**src/rtl/rr_dec_arbiter_if.sv**
```systemverilog
// Request/grant bus between the requesting channels (master) and the
// round-robin arbiter in front of the 3-to-8 decoder (slave).
interface rr_dec_arbiter_if;
  logic [7:0] req;        // level request per channel
  logic       done;       // one-cycle release pulse from current owner
  logic       gnt_valid;  // a grant is active
  logic [2:0] gnt_idx;    // decoder select: bit2=a, bit1=b, bit0=c
  logic [7:0] gnt;        // one-hot grant, decoder image of gnt_idx
  logic       timeout;    // grant forcibly revoked (hold limit)

  modport master (output req, done, input gnt_valid, gnt_idx, gnt, timeout);
  modport slave  (input req, done, output gnt_valid, gnt_idx, gnt, timeout);
endinterface

```
**src/rtl/rr_dec_arbiter.sv**
```systemverilog
// Eight-requester round-robin arbiter feeding a 3-to-8 decoder select.
// IDLE -> GRANT (held until release) -> GAP (one dead cycle) -> IDLE.
// Optional hold-limit timer enabled by defining ARB_TIMEOUT_EN; MAX_HOLD
// sets the number of GRANT cycles before a grant is revoked.
module rr_dec_arbiter #(
  parameter int unsigned MAX_HOLD = 16
) (
  input  logic         clk,
  input  logic         rst_n,
  rr_dec_arbiter_if.slave bus
);

  typedef enum logic [1:0] {IDLE, GRANT, GAP} state_t;

  state_t     state;
  logic [2:0] ptr;
  logic [2:0] idx_r;
  logic [7:0] gnt_r;
  logic       vld_r;
  logic [2:0] win;
  logic       rel;
  logic       expire;

  // Reject an out-of-range hold limit at elaboration.
  if (MAX_HOLD < 1 || MAX_HOLD > 65535) begin : g_bad_hold
    $error("rr_dec_arbiter: MAX_HOLD out of range");
  end

  // First requester at or above ptr, wrapping 7->0 (smallest offset wins).
  always_comb begin
    win = ptr;
    for (int k = 7; k >= 0; k--) begin
      if (bus.req[ptr + 3'(k)]) win = ptr + 3'(k);
    end
  end

  // Owner release: explicit done or withdrawn request.
  assign rel = bus.done || !bus.req[idx_r];

`ifdef ARB_TIMEOUT_EN
  logic [15:0] hold;
  logic        to_r;
  // Expiry on the edge that closes the MAX_HOLD-th GRANT cycle.
  assign expire      = (hold == 16'(MAX_HOLD - 1));
  assign bus.timeout = to_r;
`else
  assign expire      = 1'b0;
  assign bus.timeout = 1'b0;
`endif

  assign bus.gnt_valid = vld_r;
  assign bus.gnt_idx   = idx_r;
  assign bus.gnt       = gnt_r;

  // Arbitration FSM with registered outputs; gnt_idx holds when no grant.
  always_ff @(posedge clk) begin
    if (!rst_n) begin
      state <= IDLE;
      ptr   <= 3'd0;
      idx_r <= 3'd0;
      gnt_r <= 8'h00;
      vld_r <= 1'b0;
`ifdef ARB_TIMEOUT_EN
      hold  <= 16'd0;
      to_r  <= 1'b0;
`endif
    end else begin
`ifdef ARB_TIMEOUT_EN
      to_r <= 1'b0;
`endif
      case (state)
        IDLE: begin
          if (|bus.req) begin
            idx_r <= win;
            gnt_r <= 8'b1 << win;
            vld_r <= 1'b1;
            ptr   <= win + 3'd1;
`ifdef ARB_TIMEOUT_EN
            hold  <= 16'd0;
`endif
            state <= GRANT;
          end else begin
            vld_r <= 1'b0;
            gnt_r <= 8'h00;
          end
        end
        GRANT: begin
`ifdef ARB_TIMEOUT_EN
          hold <= hold + 16'd1;
`endif
          if (rel || expire) begin
            vld_r <= 1'b0;
            gnt_r <= 8'h00;
`ifdef ARB_TIMEOUT_EN
            to_r  <= expire && !rel;
`endif
            state <= GAP;
          end
        end
        GAP:     state <= IDLE;
        default: state <= IDLE;
      endcase
    end
  end

endmodule

```
**src/flat_wrapper.sv**
```systemverilog
// flat-port wrapper written by rule: the top's interface ports become plain ports
module rr_dec_arbiter_flat 
#(
  parameter int unsigned MAX_HOLD = 16
)
  (clk, rst_n, bus_req, bus_done, bus_gnt_valid, bus_gnt_idx, bus_gnt, bus_timeout);
  rr_dec_arbiter_if bus_i ();
  input  logic clk;
  input  logic rst_n;
  input wire logic [$bits(bus_i.req)-1:0] bus_req;
  input wire logic [$bits(bus_i.done)-1:0] bus_done;
  output wire logic [$bits(bus_i.gnt_valid)-1:0] bus_gnt_valid;
  output wire logic [$bits(bus_i.gnt_idx)-1:0] bus_gnt_idx;
  output wire logic [$bits(bus_i.gnt)-1:0] bus_gnt;
  output wire logic [$bits(bus_i.timeout)-1:0] bus_timeout;
  assign bus_i.req = bus_req;
  assign bus_i.done = bus_done;
  assign bus_gnt_valid = bus_i.gnt_valid;
  assign bus_gnt_idx = bus_i.gnt_idx;
  assign bus_gnt = bus_i.gnt;
  assign bus_timeout = bus_i.timeout;
  rr_dec_arbiter #(.MAX_HOLD(MAX_HOLD)) u_core (.clk(clk), .rst_n(rst_n), .bus(bus_i));
endmodule
```
**config.mk**
```make
export PLATFORM = sky130hd
export DESIGN_NAME = rr_dec_arbiter_flat
export DESIGN_NICKNAME = d
export VERILOG_FILES = /design/src/rtl/rr_dec_arbiter_if.sv /design/src/rtl/rr_dec_arbiter.sv /design/src/flat_wrapper.sv
export SDC_FILE = /design/constraint.sdc
export NUM_CORES = 1
export LEC_CHECK = 0
export CAP_MARGIN = 10
export CORE_MARGIN = 10
export CORE_UTILIZATION = 35
export DETAILED_ROUTE_END_ITERATION = 10
export SETUP_SLACK_MARGIN = 0.02
export SLEW_MARGIN = 20
export SYNTH_ARGS = -nofsm -noshare
export SYNTH_HDL_FRONTEND = slang
export SYNTH_SLANG_ARGS = --single-unit
```
**constraint.sdc**
```tcl
create_clock -name clk -period 5.6 [get_ports clk]
set_clock_uncertainty 0.2 [all_clocks]
set_input_delay 1.68 -clock clk [delete_from_list [all_inputs] [get_ports clk]]
set_output_delay 1.68 -clock clk [all_outputs]
set_load 0.02 [all_outputs]
```
; ---- Word-level counts from Yosys, hierarchy flattened
; Index checks and enable logic that the tools add are counted.
[word_totals]
inputBits = 11
ff_bits = 17
word_cells = 69
[classes]
eq_ne = 3
muxes = 35
shift = 1
n_reduce_logical = 8
addsub = 8
n_lt_le_gt_ge = 9
[op_table]
columns = operator, n
row1 = "< comparator 3 x 4 -> 1 bit, second input constant", 9
row2 = binary-select mux 1 bit (select 3 bit), 9
row3 = 2-to-1 mux 3 bit, 8
row4 = 2-to-1 mux 8 bit, 2
row5 = one-hot mux 8 bit (2 select lines), 1
row6 = "adder 3 bit, second input constant", 4
row7 = 2-to-1 mux 1 bit, 11
row8 = OR reduction 8 bit, 1
row9 = "<< shifter 1 x 3 -> 8 bit, first input constant", 1
row10 = "adder 3 x 1 -> 3 bit, second input constant", 2
row11 = "adder 3 x 2 -> 3 bit, second input constant", 2
row12 = AND reduction 2 bit, 3
row13 = 2-to-1 mux 2 bit, 2
row14 = "inequality test 2 x 1 -> 1 bit, second input constant", 2
row15 = one-hot mux 2 bit (2 select lines), 1
row16 = "equality test 2 x 1 -> 1 bit, second input constant", 1
row17 = zero test 2 bit, 1
row18 = one-hot mux 1 bit (2 select lines), 1
row19 = nonzero test 2 bit, 1
row20 = zero test 1 bit, 1
row21 = logical OR 1 bit, 1

; ---- Logic depth before layout (Yosys ltp)
[logic_depth]
ltp_word = 14
ltp_mapped = 16
depth_no_buf = 12

; ---- Worst setup path before layout
; Ideal clock, no wire load.
[synth_timing]
kind = input-to-reg
from = input port bus_req[7]
to = register u_core.ptr[2]
t_required_ns = 5.284
arrival_ns = 4.012
setup_slack_ns = 1.272
cell_stages = 11
n_path_buf = 1
cell_sequence = clkbuf_1 -> mux4_1 -> mux2_2 -> nor3_1 -> o21ai_0 -> a21oi_1 -> xnor2_1 -> ha_1 -> ha_1 -> mux2i_1 -> nor2b_1
[synth_between]
elab_chain_cells = 11
elab_cells_between_ends = 27
cone_classes = add/sub: 1 / mux: 24 / reduce/logical: 2
[synth_rtl]
columns = element, line_no
row1 = start: declaration, flat_wrapper.sv:10  ; input wire logic [$bits(bus_i.req)-1:0] bus_req;
row2 = binary-select mux 1 bit (select 3 bit), rr_dec_arbiter.sv:33  ; if (bus.req[ptr + 3'(k)]) win = ptr + 3'(k);
row3 = 2-to-1 mux 1 bit (not written as such), rr_dec_arbiter.sv:33
row4 = 2-to-1 mux 3 bit (7 in a row), rr_dec_arbiter.sv:33
row5 = 2-to-1 mux 3 bit (*), rr_dec_arbiter.sv:33
row6 = net u_core.win[0], rr_dec_arbiter.sv:20  ; logic [2:0] win;
row7 = adder 3 x 1 -> 3 bit (*), rr_dec_arbiter.sv:77  ; ptr <= win + 3'd1;
row8 = end signal: assignment, rr_dec_arbiter.sv:77
row9 = end: declaration, rr_dec_arbiter.sv:16  ; logic [2:0] ptr;
; Mark *: on every way through the listed nets, which the timed path passes. The rest lies on a longest branch. The select of a mux whose other input is x is not followed.
; A chain may end at the register's enable or synchronous reset.

; ---- Worst setup path in the final report
; Ends and elaborated chain as after synthesis.

==> reports/summary.txt <==
Outcome: complete, no violations
Finished Core Util: 40.5%
Clock power share: 7.3%
GRT Resource Usage Total: 10.6%
Sw frac: 46.4%
Number of global-route vias before repair: 1570
Slew HR: 39.0%
R2R Setup Slk: 1.20 ns
Yosys warning total: 0
IO Port Bufs: 22
CP Max Fanout: 13
Minimum clock period: 4.89 ns
Worst-Skew Late Latency: 0.24 ns
Worst Setup Start Kind: input port
Gr ovfl total: 0
MaxCap Viol Count: 0
Number of clock sinks: 17
Post-Syn Area: 1940 um2
Core Area: 5440 um2
R2r startpoint: u_core.ptr[0]
CTS tree: yes
Clock buffer count from CTS: 3
CP Class: input port to register
Final GP Congestion: 0.824
Crit path required time: 5.54 ns
Worst-Margin Slew: 0.914 ns
Hold Buf Count CTS: 0
Pin count of the biggest net entering global routing: 28
Post-synth top area share: 17.5%
WP data arrival: 4.83 ns
Post-DP HPWL: 3350 um
Initial DRC Count: 141
CP Capture Type: register
Crit share post-route: 87.4%
Area growth, synth to finish: 13.5%
VDD IR-drop max: 0.000273 V
Worst Setup SP: bus_req[7]
H-tree depth: 1
Hold path startpoint: u_core.bus.gnt[2]
Seq/Total Area, Yosys: 17.5%
Most common cell after layout, fill and taps aside: clkdlybuf4s50_1
Die width: 94.5 um
Setup TNS: 0 ns
First-pass GRT wire length: 7940 um
Clock slew at reported path FFs: 0.06 ns
Syn_nets: 214
Max Clk Rate: 0.204 GHz
Post-CTS Repair Setup Buffers: 0
Most frequent cells in the layout: 22 x clkdlybuf4s50_1, 17 x dfxtp_1, 14 x mux4_2, 14 x mux2i_1, 13 x nand2_1
Number of synthesized flops with an enable pin: 0
Die Ht: 94.5 um
Vias/cell: 5.94
Cell taking the most area after synthesis: dfxtp_1
Setup violations, final: 0
Int Pwr: 0.642 mW
Sequential share of power: 16.3%
Yosys reg bits: 17
DRT antenna net count: 0
Final WL: 4630 um
Initial antenna violation count: 0
DRC errors left: 0
Hold Fails Final Rpt: 0
Async set or reset register ratio after synthesis: 0%
Area contributors post-synth: dfxtp_1 18%, mux4_2 16%, mux4_1 9.5%
Row count: 27
CTS resizes: 0
IO Pins: 24
Clk buf depth: 2
Routed len/inst: 17.0 um
Layout cells sized above 1: 16.4%
Pwr dens: 544 nW/um2
Slew Viols, Final: 0
Number of diodes: 0
Post-Syn Instances: 196
Pleak: 0.803 nW
Via count: 1622
Die ar.: 8920 um2
Net Sw Power: 0.556 mW
Worst min-delay path class: register to register
Clk root buf: clkbuf_8
Post-synth top flop: dfxtp_1
Final Net Count: 220
Synth cell types: 48
Combinational share of power: 76.4%
RSZ-0062 raised after global routing: no
Starting density of the core: 35.7%
Synth Area per Inst: 9.90 um2
1st-pass router iterations: 4
==> worst max-delay path, stage by stage <==
cell             delay [ns]
clkdlybuf4s50_1        0.63
mux4_1                 0.72
mux2_2                 0.33
nor3_1                 0.18
o21ai_0                0.19
a21oi_1                0.26
xnor2_1                0.18
ha_1                   0.21
ha_1                   0.23
mux2i_1                0.13
nor2b_1                0.06
==> layer usage <==
metal	track usage [%]	wire length, um
met2	16.7	2180
met1	14.6	2130
met4	1.50	59
met5	0	0
met3	2.46	260
==> synthesized netlist by cell type, types with 3 or more instances <==
| cell | n |
|---|---|
| inv_1 | 7 |
| mux4_1 | 7 |
| xnor2_1 | 3 |
| nor2_1 | 8 |
| nor2b_1 | 3 |
| mux2i_1 | 14 |
| o21ai_0 | 8 |
| mux4_2 | 14 |
| nand2_1 | 13 |
| a21oi_1 | 8 |
| ha_1 | 7 |
| dfxtp_1 | 17 |
| a31oi_1 | 4 |
| buf_2 | 6 |
| mux2_2 | 10 |
| clkbuf_1 | 15 |
| or3_1 | 3 |
| a32o_1 | 7 |
| nor3_1 | 3 |
==> sequential cells by signal, indices dropped and copies added, names as in the netlist <==
register              flops
u_core.bus.gnt            8
u_core.bus.gnt_idx        3
u_core.ptr                3
u_core.state              2
u_core.bus.gnt_valid      1
==> worst paths after layout <==
kind                       end  cells past startpoint
max              u_core.ptr[2]                     11
min          u_core.bus.gnt[2]                      1
min reg2reg  u_core.bus.gnt[2]                      1
max reg2reg      u_core.ptr[2]                     12
==> cells by family (layout without fill, tap and decap cells) <==
kind of cell | count (synthesis) | count (layout) | share of synthesized area (%)
compound gates | 47 | 47 | 18.3
xor+xnor | 5 | 5 | 2.26
fa+ha+maj | 7 | 7 | 4.51
buf+inv | 33 | 38 | 7.87
flops | 17 | 17 | 17.5
mux | 45 | 45 | 38.7
other cells | 1 | 1 | 0.193
simple gates | 41 | 41 | 10.6
==> power groups by stage <==
stage | logic, mW | clock network [mW] | registers [mW]
2_1_floorplan | 0.689 | 0 | 0.220
3_3_place_gp | 0.912 | 0 | 0.199
3_5_place_dp | 0.910 | 0 | 0.198
4_1_cts | 0.913 | 0.0917 | 0.196
5_1_grt | 1.00 | 0.0943 | 0.202
6_report | 0.915 | 0.0875 | 0.196
==> layout make-up <==
cell class / count / area (um2)
clock buffer: 4 / 45.0
timing repair buffer: 25 / 243
sequential: 17 / 340
fill: 526 / 3240
tap: 72 / 90.1
inverter: 9 / 36.3
multi-input combinational: 146 / 1450
==> metrics by stage <==
stage                     cell area, um2  std cells  power [mW]  hold slack [ns]  setup slack, ns
after floorplan                     1940        196       0.909            0.320             1.27
after global placement              2160        269        1.11            0.251            0.523
after detailed placement            2160        269        1.11            0.253            0.473
after CTS                           2200        273        1.20            0.267            0.734
after global routing                2200        273        1.30            0.294            0.451
final                               2200        273        1.20            0.262            0.708
No activity file was read; power rests on OpenSTA's default activity.
